File: config.mk
export PLATFORM = sky130hd
export DESIGN_NAME = mod_down_timer
export DESIGN_NICKNAME = d
export VERILOG_FILES = /design/src/rtl/mod_down_timer_pkg.sv /design/src/rtl/mod_down_timer.sv
export SDC_FILE = /design/constraint.sdc
export NUM_CORES = 1
export LEC_CHECK = 0
export CELL_PAD_IN_SITES_DETAIL_PLACEMENT = 0
export CELL_PAD_IN_SITES_GLOBAL_PLACEMENT = 1
export CORE_MARGIN = 5
export CORE_UTILIZATION = 34
export DETAILED_ROUTE_END_ITERATION = 8
export PLACE_DENSITY = 0.83
export SLEW_MARGIN = 30
export SYNTH_ARGS = -nofsm -noshare
export SYNTH_HDL_FRONTEND = slang
export SYNTH_SLANG_ARGS = --single-unit
File: constraint.sdc
create_clock -name clk -period 1.8 [get_ports clk]
set_clock_uncertainty 0.2 [all_clocks]
set_input_delay 0.36 -clock clk [delete_from_list [all_inputs] [get_ports clk]]
set_output_delay 0.36 -clock clk [all_outputs]
set_load 0.005 [all_outputs]
File: src/rtl/mod_down_timer_pkg.sv
// rtl/mod_down_timer_pkg.sv - shared state codes for the down-counting timer family
package mod_down_timer_pkg;

    localparam logic [1:0] ST_IDLE    = 2'd0;
    localparam logic [1:0] ST_RUN     = 2'd1;
    localparam logic [1:0] ST_EXPIRED = 2'd2;

    typedef enum logic [1:0] {
        IDLE    = ST_IDLE,
        RUN     = ST_RUN,
        EXPIRED = ST_EXPIRED
    } timer_state_e;

endpackage

File: src/rtl/mod_down_timer.sv
// rtl/mod_down_timer.sv - programmable modulo-N down-counter with one-shot and periodic modes
module mod_down_timer
    import mod_down_timer_pkg::*;
#(
    parameter int BITS = 4
) (
    input  logic            clk,
    input  logic            reset_n,
    input  logic            enable,
    input  logic            start,
    input  logic            stop,
    input  logic            auto_reload,
    input  logic [BITS-1:0] period,
    output logic [BITS-1:0] Q,
    output logic            done,
    output logic            busy,
    output logic            expired
);

    timer_state_e    state_q, state_d;
    logic [BITS-1:0] count_q, count_d;
    logic [BITS-1:0] period_q, period_d;
    logic            reload_q, reload_d;
    logic            done_q, done_d;
    logic            busy_q, busy_d;
    logic            expired_q, expired_d;

    always_comb begin
        state_d  = state_q;
        count_d  = count_q;
        period_d = period_q;
        reload_d = reload_q;
        done_d   = 1'b0;

        if (stop) begin
            // In IDLE this already matches the current state, so stop is a no-op there.
            state_d = IDLE;
            count_d = '0;
        end else if (start && (period != '0)) begin
            period_d = period;
            reload_d = auto_reload;
            count_d  = period - BITS'(1);
            state_d  = RUN;
        end else if ((state_q == RUN) && enable) begin
            if (count_q != '0) begin
                count_d = count_q - BITS'(1);
            end else begin
                done_d = 1'b1;
                if (reload_q) begin
                    count_d = period_q - BITS'(1);
                end else begin
                    count_d = '0;
                    state_d = EXPIRED;
                end
            end
        end

        // Status flags are registered copies of the next state, so they track state_q exactly.
        busy_d    = (state_d == RUN);
        expired_d = (state_d == EXPIRED);
    end

    always_ff @(posedge clk or negedge reset_n) begin
        if (!reset_n) begin
            state_q   <= IDLE;
            count_q   <= '0;
            period_q  <= '0;
            reload_q  <= 1'b0;
            done_q    <= 1'b0;
            busy_q    <= 1'b0;
            expired_q <= 1'b0;
        end else begin
            state_q   <= state_d;
            count_q   <= count_d;
            period_q  <= period_d;
            reload_q  <= reload_d;
            done_q    <= done_d;
            busy_q    <= busy_d;
            expired_q <= expired_d;
        end
    end

    assign Q       = count_q;
    assign done    = done_q;
    assign busy    = busy_q;
    assign expired = expired_q;

endmodule

* Yosys cells after proc, flatten, opt, wreduce, memory -nomap -nowiden
Index checks and enable logic that the tools add are counted.
Operators by class: bitwise logic cells 1, equality and inequality tests 3, shift operators 0, mux-type cells 14, multipliers 0, reductions and logical operators 6, div/mod/pow operators 0, $add $sub $neg 3, order comparisons 0
Operators with widths (count):
- $mux 4 | 5
- $sub 4x1->4 const B | 3
- $mux 2 | 5
- $reduce_bool 4->1 | 2
- $eq 2x1->1 const B | 2
- $mux 1 | 4
- $reduce_bool 3->1 | 1
- $eq 2x2->1 const B | 1
- $logic_and 1x1->1 | 2
- $reduce_and 2->1 | 1
- $not 1->1 | 1
Storage, ports and cells: memories 0, input bits 10, ROM bits 0, latch bits 0, register bits 14, bits in writable memories 0

* Logic depth before layout (Yosys ltp)
word-level depth 6, mapped depth 6, gate-level depth less buffers 6

* Least setup slack after synthesis
No wires, ideal clock.
path kind register to register, start point register count_q[0], in the netlist Q[0], end point register count_q[0], in the netlist Q[0], path slack -79 ps, clock period less this slack 1879 ps, arrival 1559 ps, stages on the path, launching flop included 7, cell sequence dfrtp_1 inv_1 ha_1 nor3b_4 nor2_1 a311o_2 a31o_2
Between the ends: cells in the longest elaborated chain, start to end 5, elaborated cells between the ends (all ways) 6
Ends and longest elaborated chain:
- from (decl) | RTL line mod_down_timer.sv:21 | logic [BITS-1:0] count_q, count_d;
- from (signal assigned) | RTL line mod_down_timer.sv:74 | count_q <= count_d;
- $sub 4x1->4 or $reduce_bool 4->1 (tied branches) | RTL line mod_down_timer.sv:46, mod_down_timer.sv:45
- $mux 4 * | RTL line mod_down_timer.sv:45 | if (count_q != '0) begin
- $mux 4 * | RTL line mod_down_timer.sv:44 | end else if ((state_q == RUN) && enable) begin
- $mux 4 * | RTL line mod_down_timer.sv:39 | end else if (start && (period != '0)) begin
- $mux 4 * | RTL line mod_down_timer.sv:35 | if (stop) begin
Every way passes the cells marked *; elsewhere a longest branch is shown, timed or not. The select of a mux whose other input is x is not followed. A chain may end at the register's enable or synchronous reset.

* Worst setup path after layout
start point register count_q[1], in the netlist Q[1], end point register state_q[0]
Between the ends: cells in the longest elaborated chain, start to end 5
Ends and longest elaborated chain:
- $reduce_bool 4->1 | RTL line mod_down_timer.sv:45
- $mux 2 | RTL line mod_down_timer.sv:45
- $mux 2 | RTL line mod_down_timer.sv:44
- $mux 2 | RTL line mod_down_timer.sv:39
- $mux 2 | RTL line mod_down_timer.sv:35
- via state_d[0] | RTL line mod_down_timer.sv:20 | timer_state_e state_q, state_d;
- to (signal assigned) | RTL line mod_down_timer.sv:73 | state_q <= state_d;
- to (decl) | RTL line mod_down_timer.sv:20
The timed path passes the listed nets, and every way through them passes these cells.

==> run_results.csv <==
group,metric,value,unit
detailed_routing,post_drt_wl_per_cell,13.8,microns
synth,synth_edf_count,0,
detailed_routing,drt_pass1_iterations,3,
sta,tightest_slew,311,ps
setup_path,crit_fanout,6,
synth,syn_area,837,sq um
power,intPower,621,uW
synth,synthFlopType,"dfrtp_1",
power,swShare,30.1,%
clock_tree,cts_tree,"done",
setup_path,crit_end,"state_q[0]",
synth,synth_top_area_share,41.9,%
setup_path,reg2reg_slack,-50,ps
synth,synth.net_count,98,
sta,rsz0062_at_grt,"true",
sta,slew_headroom,79.2,%
floorplanning,fp.dieW,59.6,microns
setup_path,reg2regPathDepth,6,
setup_path,worst_setup_path_start_kind,"flop",
detailed_routing,num_vias,767,
floorplanning,ioPinCount,17,
setup_path,endpoint_kind,"flop",
clock_tree,clkLatencyLatePin,280,ps
layout,finalNetCount,140,
sta,fmax,541,MHz
setup_path,cp.arrival,1830,ps
sta,hold_viol,0,
detailed_routing,antenna_left,0,
detailed_routing,drcViolationCount,0,
clock_tree,postCtsHoldBufs,0,
sta,period_share,103,%
setup_path,crit_start,"Q[1]",
clock_tree,cts-root-buf,"clkbuf_4",
detailed_routing,wirelength,2130,microns
power,comb_power_share,31.6,%
setup_path,worst-setup-path-type,"flop to flop",
clock_tree,numCtsBuffers,3,
sta,setup_slack,-47.7,ps
floorplanning,row_count,18,
clock_tree,clkTransAtPathRegs,90,ps
sta,finalSetupViolations,5,
power,power.density,684,mW/mm^2
layout,instances_no_fill,154,
power,seq_power_share,42.5,%
clock_tree,cts.sinks,14,
power,ir_worst_vdd,0.448,mV
power,clockPowerShare,25.9,%
global_routing,grt_overflow_total,0,
global_routing,antenna_found_initial,0,
placed_design,gp_congestion,0.810,
global_routing,grt_usage,14.0,%
synth,synth_largest_area_cell,"dfrtp_1",
sta,slew_viol_final,0,
power,switching_power,267,uW
power,power,888,uW
layout,fin_util,53.8,%
synth,yosysSeqAreaShare,41.9,%
clock_tree,clockBufferDepth,2,
floorplanning,coreArea,0.00241,sq mm
synth,synthTopCellsByArea,"dfrtp_1 42%, ha_1 7.5%, inv_1 4.0%",
layout,syn_to_final_growth,55.0,%
setup_path,cpPeakStageDelay,460,ps
outcome,status,"finished with violations",
placed_design,post-place-cells,148,
setup_path,worstPathCellList,"inv_2 > ha_4 > nor3b_4 > or3b_4 > a21oi_2 > nor2_1",
sta,setup_tns,-142,ps
layout,fill_cells,224,
setup_path,worst_r2r_endpoint,"state_q[0]",
synth,synth-seq-cells,14,
layout,layout-drive-gt1-share,41.1,%
synth,synth_cell_types,32,
outcome,violations,"setup timing",
placed_design,dp_hpwl,1640,microns
global_routing,grt_max_degree,15,
layout,antenna_cells,0,
setup_path,worstPathRequired,1780,ps
setup_path,r2r-start,"Q[1]",
global_routing,grt_pass1_wl,3640,microns
floorplanning,die_h,59.6,microns
sta,fin_crit,1850,ps
min_path,hp-class,"input port to asynchronous set/reset pin",
synth,yosysWarnings,0,
setup_path,crit_slowest_cell,"or3b_4",
clock_tree,h-tree-depth,1,
synth,synth.avg_cell_area,10.1,sq um
floorplanning,start_util,34.7,%
placed_design,portBuffers,16,
synth,synth_cells,83,
power,leakage,0.616,nW
synth,synthArstFlopShare,100,%
floorplanning,die_area,0.00355,sq mm
detailed_routing,drtIter0Drc,8,
flow_run,max_cap_viol_count,0,
detailed_routing,vias_per_cell,4.98,
global_routing,grt_pass1_vias,835,
==> cell usage after synthesis (all sizes together), types with 2 or more instances <==
cell type and number:
a21oi 4, dfrtp 14, ha 5, nand2 4, o21ai 4, o31a 3
nor3 3, mux2i 2, mux2 3, o31ai 2, xor2 3, nor2 7
nand3 3, or3 2, inv 9
==> critical path: cells and delay by family (launching register included) <==
| kind | cells | cell delay [ps] |
|---|---|---|
| simple gates | 3 | 820 |
| flops | 1 | 390 |
| fa+ha+maj | 1 | 130 |
| compound gates | 1 | 120 |
| buf+inv | 1 | 80 |
==> through the flow <==
| stage | instance area, sq um | hold slack [ps] | worst slack (ps) |
|---|---|---|---|
| floorplan | 856 | -136 | 4.69 |
| global placement | 1200 | 330 | -358 |
| detailed placement | 1200 | 345 | -476 |
| CTS | 1270 | 174 | -48.0 |
| global route | 1300 | 187 | -137 |
| finish | 1300 | 177 | -47.7 |
==> cell type report <==
cell class / count / area [sq um] / share of cell area [%]
Sequential cell: 14 / 350 / 27.0
Timing Repair Buffer: 38 / 327 / 25.2
Clock buffer: 4 / 36.3 / 2.80
Inverter: 9 / 33.8 / 2.60
Tap cell: 30 / 37.5 / 2.89
Multi-Input combinational cell: 59 / 513 / 39.5
==> cells in the final DEF, fill, tap and decap left out, drive strengths merged, types with 3 or more instances in the layout <==
cell type | synthesis | layout
nor3 | 3 | 3
a21oi | 4 | 4
nand2 | 4 | 4
o31a | 3 | 3
nand3 | 3 | 3
buf | 1 | 22
inv | 9 | 9
dlygate4sd2 | 0 | 6
mux2 | 3 | 3
clkdlybuf4s50 | 0 | 8
clkbuf | 0 | 4
o21ai | 4 | 4
xor2 | 3 | 3
ha | 5 | 5
nor2 | 7 | 7
dfrtp | 14 | 14
==> state kept, by name (all words and copies together) (netlist names) <==
signal and count:
busy 1, reload_q 1, period_q 4, state_q 2
expired 1, done 1, Q 4
==> layer usage <==
metal | GRT usage [%] | vias to the layer above | routed length [microns]
li1 | - | 384 | -
met1 | 15.6 | 364 | 909
met2 | 24.5 | 15 | 1100
met3 | 3.05 | 4 | 78
met4 | 7.59 | 0 | 42
met5 | 0 | - | 0
==> how the worst min path moves through the flow <==
stage | startpoint | to | slack (ps) | depth (start not counted)
floorplan | reset_n | Q[0] | -140 | 0
detailed placement | period_q[3] | period_q[3] | 340 | 1
finish | reset_n | period_q[1] | 180 | 2
global placement | state_q[1] | state_q[1] | 330 | 2
CTS | reset_n | Q[1] | 170 | 2
global route | reset_n | period_q[0] | 190 | 2
==> power by group through the flow <==
stage                     registers (mW)  clock network, mW  logic [mW]
after global routing               0.381              0.257       0.310
final                              0.377              0.230       0.281
after CTS                          0.374              0.241       0.275
after global placement             0.379                  0       0.256
after floorplan                    0.378                  0       0.130
after detailed placement           0.381                  0       0.263
==> logic make-up after synthesis <==
kind of cell               after synthesis  share of synthesized area [%]
DFF                                     14                           41.9
muxes                                    5                           6.43
and+or+nand+nor                         26                           17.5
adders and majority gates                5                           7.47
xor gates and xnor gates                 3                           3.14
AOI/OAI and AO/OA                       20                           18.7
buffers and inverters                   10                           4.93
==> timing repair <==
item,4_1_cts,5_1_grt
endpoints found under the hold margin,0,0
gates resized for setup,16,8
gates cloned,0,0
buffers inserted,2,0
pin swaps,12,4
endpoints found under the setup margin,17,8
(Power assumes the default switching activity.)
